### src/rtl/fp_norm_round.sv
// Normalise, round-to-nearest-even and pack stage for the binary32 mantissa adder result.
// Build option FP_NORM_FAST_EN: single-cycle leading-zero normalisation instead of one shift per cycle.
module fp_norm_round (
    input  logic        clk,
    input  logic        rst,
    input  logic        in_valid,
    output logic        in_ready,
    input  logic        in_sign,
    input  logic [7:0]  in_exp,
    input  logic [26:0] in_mant,
    output logic        out_valid,
    input  logic        out_ready,
    output logic [31:0] out_result,
    output logic        out_ovf,
    output logic        out_unf,
    output logic        out_inexact
);
    // Handshake: a transfer happens on a rising edge where valid and ready are both high;
    // in_ready is high only in IDLE, out_valid only in OUT, and OUT holds until the transfer.
    localparam logic [1:0] ST_IDLE  = 2'd0;
    localparam logic [1:0] ST_NORM  = 2'd1;
    localparam logic [1:0] ST_ROUND = 2'd2;
    localparam logic [1:0] ST_OUT   = 2'd3;

    logic [1:0]  state_q, state_d;
    logic        sign_q, sign_d;
    logic [8:0]  e_q, e_d;
    logic [26:0] m_q, m_d;
    logic        zero_q, zero_d;
    logic        nz_in_q, nz_in_d;
    logic [31:0] result_q, result_d;
    logic        ovf_q, ovf_d;
    logic        unf_q, unf_d;
    logic        inexact_q, inexact_d;

    logic        rnd_lsb, rnd_g, rnd_s, rnd_inc;
    logic [24:0] rnd_sum;
    logic        r_int;
    logic [22:0] r_frac;
    logic [8:0]  r_e;

    assign in_ready    = (state_q == ST_IDLE);
    assign out_valid   = (state_q == ST_OUT);
    assign out_result  = result_q;
    assign out_ovf     = ovf_q;
    assign out_unf     = unf_q;
    assign out_inexact = inexact_q;

    always_comb begin
        rnd_lsb = m_q[2];
        rnd_g   = m_q[1];
        rnd_s   = m_q[0];
        rnd_inc = rnd_g & (rnd_s | rnd_lsb);
        rnd_sum = {1'b0, m_q[25:2]} + {24'b0, rnd_inc};
        // A carry out of the integer bit renormalises by one position.
        if (rnd_sum[24]) begin
            r_int  = 1'b1;
            r_frac = rnd_sum[23:1];
            r_e    = e_q + 9'd1;
        end else begin
            r_int  = rnd_sum[23];
            r_frac = rnd_sum[22:0];
            r_e    = e_q;
        end
    end

`ifdef FP_NORM_FAST_EN
    logic [4:0] lzc;
    logic [8:0] sh;

    always_comb begin
        lzc = 5'd0;
        for (int i = 0; i < 26; i++) begin
            if (m_q[i]) lzc = 5'(25 - i);
        end
        // Never shift the exponent below 1; the remainder stays denormal.
        if ({4'b0, lzc} < (e_q - 9'd1)) sh = {4'b0, lzc};
        else                            sh = e_q - 9'd1;
    end
`endif

    always_comb begin
        state_d   = state_q;
        sign_d    = sign_q;
        e_d       = e_q;
        m_d       = m_q;
        zero_d    = zero_q;
        nz_in_d   = nz_in_q;
        result_d  = result_q;
        ovf_d     = ovf_q;
        unf_d     = unf_q;
        inexact_d = inexact_q;
        case (state_q)
            ST_IDLE: begin
                if (in_valid) begin
                    sign_d  = in_sign;
                    e_d     = (in_exp == 8'd0) ? 9'd1 : {1'b0, in_exp};
                    m_d     = in_mant;
                    zero_d  = 1'b0;
                    nz_in_d = |in_mant;
                    state_d = ST_NORM;
                end
            end
            ST_NORM: begin
                if (m_q[26]) begin
                    m_d     = {1'b0, m_q[26:2], m_q[1] | m_q[0]};
                    e_d     = e_q + 9'd1;
                    state_d = ST_ROUND;
                end else if (m_q[25:0] == 26'd0) begin
                    zero_d  = 1'b1;
                    state_d = ST_ROUND;
                end else if (m_q[25]) begin
                    state_d = ST_ROUND;
`ifdef FP_NORM_FAST_EN
                end else begin
                    m_d     = m_q << sh;
                    e_d     = e_q - sh;
                    state_d = ST_ROUND;
                end
`else
                end else if (e_q <= 9'd1) begin
                    state_d = ST_ROUND;
                end else begin
                    m_d = {m_q[25:0], 1'b0};
                    e_d = e_q - 9'd1;
                end
`endif
            end
            ST_ROUND: begin
                ovf_d     = 1'b0;
                unf_d     = 1'b0;
                inexact_d = rnd_g | rnd_s;
                if (zero_q) begin
                    result_d = 32'h0000_0000;
                    unf_d    = nz_in_q;
                end else if (r_e >= 9'd255) begin
                    result_d = {sign_q, 8'hFF, 23'h0};
                    ovf_d    = 1'b1;
                end else if (!r_int) begin
                    result_d = {sign_q, 8'h00, r_frac};
                    unf_d    = 1'b1;
                end else begin
                    result_d = {sign_q, r_e[7:0], r_frac};
                end
                state_d = ST_OUT;
            end
            default: begin
                if (out_ready) state_d = ST_IDLE;
            end
        endcase
    end

    always_ff @(posedge clk or posedge rst) begin
        if (rst) begin
            state_q   <= ST_IDLE;
            sign_q    <= 1'b0;
            e_q       <= 9'd0;
            m_q       <= 27'd0;
            zero_q    <= 1'b0;
            nz_in_q   <= 1'b0;
            result_q  <= 32'd0;
            ovf_q     <= 1'b0;
            unf_q     <= 1'b0;
            inexact_q <= 1'b0;
        end else begin
            state_q   <= state_d;
            sign_q    <= sign_d;
            e_q       <= e_d;
            m_q       <= m_d;
            zero_q    <= zero_d;
            nz_in_q   <= nz_in_d;
            result_q  <= result_d;
            ovf_q     <= ovf_d;
            unf_q     <= unf_d;
            inexact_q <= inexact_d;
        end
    end
endmodule

### config.mk
export PLATFORM = sky130hd
export DESIGN_NAME = fp_norm_round
export DESIGN_NICKNAME = d
export VERILOG_FILES = /design/src/rtl/fp_norm_round.sv
export SDC_FILE = /design/constraint.sdc
export NUM_CORES = 1
export LEC_CHECK = 0
export BUFFER_PORTS_ARGS = -buffer_cell sky130_fd_sc_hd__buf_2
export CORE_MARGIN = 1
export CORE_UTILIZATION = 45
export DETAILED_ROUTE_END_ITERATION = 8
export GPL_TIMING_DRIVEN = 0
export PLACE_DENSITY = 0.74
export SETUP_SLACK_MARGIN = 0.4
export SYNTH_ARGS = -nofsm -noshare
export SYNTH_HDL_FRONTEND = slang
export SYNTH_SLANG_ARGS = --single-unit
### constraint.sdc
create_clock -name clk -period 3.3 [get_ports clk]
set_input_delay 0.66 -clock clk [delete_from_list [all_inputs] [get_ports clk]]
set_output_delay 0.66 -clock clk [all_outputs]
set_load 0.05 [all_outputs]
==> PnR_summary.wiki, run 1 <==
{| class="wikitable"
! Metric !! Value
|-
| Area added between synthesis and finish || 17.1%
|-
| Area of the die || 11100 um2
|-
| Count of buffer and inverter cells on the critical path || 0
|-
| Count of final max-slew check failures || 0
|-
| Total clock buffers created by CTS || 9
|-
| Met3 Track Usage GR || 3.15%
|-
| Number of global-route vias before repair || 4437
|-
| Total non-filler cell area in the finished layout || 5630 um2
|-
| Total inserted antenna cells || 0
|-
| Worst Path Class, Setup || register to register
|-
| Pin count of the biggest net entering global routing || 41
|-
| Combined area of the multi-input logic cells || 2650 um2
|-
| Placeable core region || 10300 um2
|-
| Final Hold Violating Endpoints || 0
|-
| Count of synthesis-stage warnings from yosys || 0
|-
| Wire length of the first global-routing pass || 22900 um
|-
| Initial antenna violation count || 0
|-
| Data arrival time of the critical path || 3.03 ns
|-
| Hold buffer count at CTS || 0
|-
| Max Clock Freq || 0.365 GHz
|-
| TritonCTS clock tree || done
|-
| CP max stage cell || dfrtp_1
|-
| Mean area per synthesized cell || 8.86 um2
|-
| Via-per-instance ratio || 6.18
|-
| Outcome || completed
|-
| Dpl ws || 0.296 ns
|-
| R2R Path Start || m_q[2]
|-
| Area taken by flip-flops and latches || 1900 um2
|-
| Met2 track utilization from global routing || 39.9%
|-
| Most used DFF post-synth || dfrtp_1
|-
| Number of instances in the placed design || 756
|-
| Number of ports placed on the die boundary || 77
|-
| Crit-path max FO || 7
|-
| Post-route clock period utilization || 83.0%
|-
| Wire length after detailed routing || 14000 um
|-
| GRT Residual Overflow || 0
|-
| Final TNS setup || 0 ns
|-
| Unique cell type count in the Yosys netlist || 62
|-
| DR iter-0 viols || 464
|-
| Part of the Yosys area used for sequential elements || 39.6%
|-
| Endpoint type of the worst setup path || register
|-
| Clock root buffer master || clkbuf_8
|-
| Final routed wire length divided by cell count || 18.1 um
|-
| Final routed DRC violation total || 0
|-
| Static leakage || 2.38 nW
|-
| Number of max-cap violations || 0
|-
| Path depth of the worst reg2reg path || 8
|-
| Maximum cell stage delay along the critical path || 0.50 ns
|-
| Clock tree buffer depth || 2
|-
| Syn Nets || 591
|-
| Number of synthesized register bits || 76
|-
| Cell Area, Placed || 5380 um2
|-
| Crit path max-delay family || simple AND/OR/NAND/NOR gates
|-
| Nature of the critical path startpoint || register
|-
| Weighted congestion at the end of routability-driven global placement || 0.927
|-
| H-tree level count || 3
|-
| Met1 usage || 37.2%
|-
| Reg-to-reg slack, setup || 0.56 ns
|-
| Required time of the critical path || 3.58 ns
|-
| Gate count of the mapped netlist || 543
|-
| Remaining antenna violation count || 0
|-
| FF-to-FF End || out_result[2]
|-
| Clock slew at reported path FFs || 0.09 ns
|-
| Min setup slack post-route || 0.559 ns
|-
| Clk Latency, worst-skew pair || 0.37 ns
|-
| Most used routing layer in global routing || met2
|-
| Initial Util || 46.6%
|-
| Port-buffer cells || 76
|-
| Fin Clk Skew || 0.0166 ns
|-
| Sinks on Clock Net || 76
|-
| Power per cell area || 1160 nW/um2
|-
| Cell area after synthesis || 4810 um2
|-
| Final critical-path required period || 2.74 ns
|-
| Max-Slew Margin vs Limit || 50.4%
|-
| Critical path, cell by cell || and2_1 > ha_1 > and4_1 > nand4_1 > or3_4 > or4_1 > a21o_1 > o2bb2ai_1
|-
| GRT Resource Usage Total || 26.0%
|-
| NumNets Final || 679
|-
| EDFF count, synth || 0
|-
| Proportion of layout cells with a drive suffix above 1 || 21.2%
|-
| First drt pass iteration count || 5
|-
| Cell Rows || 37
|-
| Number of vias in the routed layout || 4768
|-
| Vertical extent of the die || 105 um
|-
| Highest ir drop seen on vdd || 0.511 mV
|-
| Count of non-filler cells in the finished layout || 772
|-
| Transition time at the pin with the least slew margin || 0.740 ns
|-
| Unrepaired setup endpoints after global routing || false
|-
| Worst hold path class || input pin to async pin
|-
| Die X || 105 um
|-
| Worst hold margin || 0.309 ns
|-
| Final setup violation count || 0
|-
| Proportion of register bits with asynchronous set or reset after synthesis || 100%
|-
| HPWL after detailed placement || 10300 um
|-
| Filler cell count || 979
|}
## placed cells by master (no fill, tap or decap), types with 11 or more instances in the layout
cell type and instances:
nand2_1 31, nor2b_1 27, clkbuf_1 26, nand3_1 26, nor4_1 15, a31oi_1 11, o21ai_0 14, o2bb2ai_1 22
a221oi_1 23, nor3_1 12, a21oi_1 32, xor2_1 14, buf_2 86, dfrtp_1 76, clkbuf_8 12, nor2_1 61
## kinds of logic after synthesis
| kind of cell | count (synthesis) | synth area share, % |
|---|---|---|
| DFF | 76 | 39.6 |
| muxes | 9 | 1.95 |
| and+or+nand+nor | 223 | 24.7 |
| adders and majority gates | 8 | 2.08 |
| AOI/OAI and AO/OA | 144 | 21.9 |
| xor gates and xnor gates | 24 | 4.37 |
| buffers and inverters | 59 | 5.52 |
## metal layers
| layer | vias up | share of wire (%) |
|---|---|---|
| met1 | 2316 | 45 |
| met4 | 0 | 2.2 |
| met3 | 30 | 6.9 |
| met5 | - | 0 |
| met2 | 226 | 46 |
| li1 | 2196 | - |
## layout make-up
class                   instances  area share, %
inverters                      11          0.778
clock inverters                 4           1.24
well taps                     136           3.02
multi-input cells             408           47.1
plain buffers                  48           4.07
flip-flops and latches         76           33.8
clock buffers                  12           2.93
repair buffers                 77           7.11
## worst max path at each step
stage	depth (start not counted)	from	to	slack (ns)
after floorplan	10	state_q[0]	e_q[1]	0.64
after global placement	2	rst	out_result[23]	-0.19
after detailed placement	10	state_q[0]	m_q[17]	0.30
after CTS	11	state_q[0]	e_q[3]	0.47
after global routing	11	state_q[0]	e_q[3]	0.40
final	8	m_q[2]	out_result[2]	0.56
## power breakdown
| part | internal (mW) | leakage [nW] | switching, mW | total [mW] |
|---|---|---|---|---|
| clock | 0.486 | 0.122 | 0.365 | 0.851 |
| sequential | 1.39 | 0.911 | 0.353 | 1.75 |
| combinational | 1.25 | 1.35 | 2.66 | 3.91 |
| total | 3.13 | 2.38 | 3.38 | 6.51 |
## repair_timing
item                                    in CTS  in global routing
buffers inserted                             0                  0
cloned                                       0                  0
gates resized for setup                      3                  2
pin swaps                                    0                  1
endpoints found under the setup margin      21                 36
## flip-flops by register name, indices dropped and copies added, names as in the netlist
name         count
state_q          2
e_q              9
sign_q           1
out_unf          1
zero_q           1
m_q             27
nz_in_q          1
out_result      32
out_inexact      1
out_ovf          1
## synth_stat cells, types with 8 or more instances
cell	n	area [um2]
dfrtp_1	76	1900
nor2_1	61	229
a21oi_1	32	160
nand2_1	32	120
clkbuf_1	28	105
nor2b_1	27	169
nand3_1	26	130
a221oi_1	23	201
o2bb2ai_1	22	193
nor4_1	15	93.8
o21ai_0	14	70.1
xor2_1	14	123
nor3_1	12	60.1
a31oi_1	11	68.8
buf_2	11	55.1
inv_1	11	41.3
xnor2_1	10	87.6
nand4_1	9	56.3
buf_4	8	60.1
ha_1	8	100
## per-stage QoR
stage / utilization [%] / total power [mW]
after floorplan: - / 4.60
after global placement: 51.9 / 5.48
after detailed placement: 52.1 / 5.58
after CTS: 54.5 / 6.46
after global routing: 54.5 / 6.93
final: 54.5 / 6.51
Power figures use the tool's default switching activity.
==> inputs of run 2 (changes only) <==
- PLACE_DENSITY: 0.74 -> 0.76
- clock period: 3.3 -> 2.3 ns (I/O delays scaled with it)
==> PnR_summary.wiki, run 2 (synthesized netlist as in run 1, its figures left out) <==
{| class="wikitable"
! Metric !! Value
|-
| Final critical-path required period || 2.27 ns
|-
| Power per cell area || 1660 nW/um2
|-
| Number of global-route vias before repair || 5042
|-
| Most frequent cells in the layout || 81 x buf_2, 66 x dfrtp_1, 52 x nor2_1
|-
| Total clock buffers created by CTS || 9
|-
| Pin count of the biggest net entering global routing || 40
|-
| Final setup violation count || 0
|-
| GRT Resource Usage Total || 30.1%
|-
| Cell Rows || 37
|-
| Min setup slack post-route || 0.0289 ns
|-
| Required time of the critical path || 2.58 ns
|-
| Outcome || completed
|-
| Worst Path Class, Setup || register to register
|-
| Worst hold path class || input pin to async pin
|-
| Port-buffer cells || 76
|-
| Transition time at the pin with the least slew margin || 0.848 ns
|-
| Placeable core region || 10300 um2
|-
| CP max stage cell || or4_4
|-
| NumNets Final || 733
|-
| Initial Util || 46.6%
|-
| Maximum cell stage delay along the critical path || 0.43 ns
|-
| Final routed wire length divided by cell count || 20.6 um
|-
| Clock tree buffer depth || 2
|-
| Crit path max-delay family || simple AND/OR/NAND/NOR gates
|-
| Clk Latency, worst-skew pair || 0.36 ns
|-
| Critical path, cell by cell || and2_4 > ha_4 > and4_4 > nand4_1 > or3_4 > or4_4 > a21o_4 > o2bb2ai_2
|-
| Weighted congestion at the end of routability-driven global placement || 0.858
|-
| Max-Slew Margin vs Limit || 43.3%
|-
| Proportion of layout cells with a drive suffix above 1 || 45.6%
|-
| Switch share || 51.3%
|-
| Via-per-instance ratio || 6.42
|-
| Sinks on Clock Net || 76
|-
| Post-route total power || 11.5 mW
|-
| Number of flip-flops under the largest register name || 32
|-
| Most common cell after layout, fill and taps aside || buf_2
|-
| Clock share of power || 8.9%
|-
| Final routed DRC violation total || 0
|-
| Data arrival time of the critical path || 2.56 ns
|-
| TritonCTS clock tree || done
|-
| Die X || 105 um
|-
| Count of buffer and inverter cells on the critical path || 0
|-
| Remaining antenna violation count || 0
|-
| Number of ports placed on the die boundary || 77
|-
| Endpoint type of the worst setup path || register
|-
| Count of final max-slew check failures || 0
|-
| Area added between synthesis and finish || 45.1%
|-
| Number of max-cap violations || 0
|-
| Vertical extent of the die || 105 um
|-
| HPWL after detailed placement || 10600 um
|-
| Final Hold Violating Endpoints || 0
|-
| Crit-path max FO || 7
|-
| Total inserted antenna cells || 0
|-
| GRT Residual Overflow || 0
|-
| Reg-to-reg slack, setup || 0.03 ns
|-
| H-tree level count || 3
|-
| DR iter-0 viols || 629
|-
| Nature of the critical path startpoint || register
|-
| Max Clock Freq || 0.440 GHz
|-
| Unrepaired setup endpoints after global routing || true
|-
| Clock slew at reported path FFs || 0.08 ns
|-
| Dpl ws || -0.319 ns
|-
| Post-route clock period utilization || 98.7%
|-
| Initial antenna violation count || 0
|-
| Static leakage || 2.92 nW
|-
| Area of the die || 11100 um2
|-
| Internal power summed over all cells || 5.62 mW
|-
| Hold buffer count at CTS || 0
|-
| Part of the power in registers || 22.3%
|-
| Number of vias in the routed layout || 5298
|-
| Clock root buffer master || clkbuf_8
|-
| Switching power || 5.92 mW
|-
| First drt pass iteration count || 7
|-
| Wire length of the first global-routing pass || 26000 um
|-
| Share of power burned in combinational logic || 68.8%
|-
| Highest ir drop seen on vdd || 1.00 mV
|-
| Filler cell count || 765
|-
| Fin Clk Skew || 0.0118 ns
|-
| Wire length after detailed routing || 17000 um
|}
## run 2: cell count changes in the layout (fill, tap and decap cells not counted), moves of 13 or more
| cell | delta |
|---|---|
| a221oi_2 | +19 |
| buf_4 | +42 |
| a221oi_1 | -22 |
| clkbuf_1 | -13 |
## run 2: layer usage
layer  vias up  routed length, um  track usage, %
li1       2307                  -               -
met1      2571               6940            39.9
met2       353               8050            50.0
met4         0                642            12.6
met5         -                  0               0
met3        67               1350            3.46
## run 2: per-stage QoR
stage | cells | hold slack [ns] | setup TNS, ns | instance area (um2) | util, %
after global placement | 755 | 0.464 | -4.30 | 5650 | 54.8
after floorplan | 543 | 0.449 | -0.0850 | 5100 | -
after detailed placement | 756 | 0.469 | -5.04 | 5670 | 55.0
final | 825 | 0.251 | 0 | 6980 | 67.6
after global routing | 825 | 0.319 | -2.12 | 6980 | 67.6
after CTS | 810 | 0.282 | 0 | 6660 | 64.5
## run 2: path summary, 6_finish.rpt
kind                       cells after the start            from             end
setup / recovery                               8          m_q[1]  out_result[18]
hold / removal                                 2             rst  out_result[31]
setup reg to reg                               8          m_q[1]  out_result[18]
hold reg to reg                                1  out_result[11]  out_result[11]
max in group asynchronous                      3             rst         m_q[20]
min in group clk                               2         in_sign          sign_q
## run 2: power groups by stage
stage	clock network, mW	logic, mW	registers [mW]
after floorplan	0	3.77	3.35
after global placement	0	5.89	2.50
after detailed placement	0	6.02	2.54
after CTS	1.01	7.33	2.52
after global routing	1.07	8.38	2.64
final	1.02	7.95	2.58
## run 2: area by class of cell
| type | instances | area [um2] | area share [%] |
|---|---|---|---|
| repair buffers | 130 | 865 | 12.4 |
| flip-flops and latches | 76 | 1910 | 27.4 |
| multi-input cells | 409 | 3390 | 48.6 |
| plain buffers | 48 | 404 | 5.79 |
| clock inverters | 1 | 5.00 | 0.0717 |
| inverters | 11 | 45.0 | 0.646 |
| clock buffers | 14 | 183 | 2.62 |
| well taps | 136 | 170 | 2.44 |
## run 2: worst register-to-register path, cell delays in order (launching register included)
cell	delay, ns
dfrtp_2	0.40
and2_4	0.16
ha_4	0.13
and4_4	0.20
nand4_1	0.11
or3_4	0.37
or4_4	0.43
a21o_4	0.28
o2bb2ai_2	0.13
## run 2: repair_timing
item / in CTS / in global routing
cloned: 8 / 0
buffers inserted: 31 / 15
pin swaps: 32 / 19
endpoints found under the setup margin: 72 / 72
resized for setup: 112 / 48
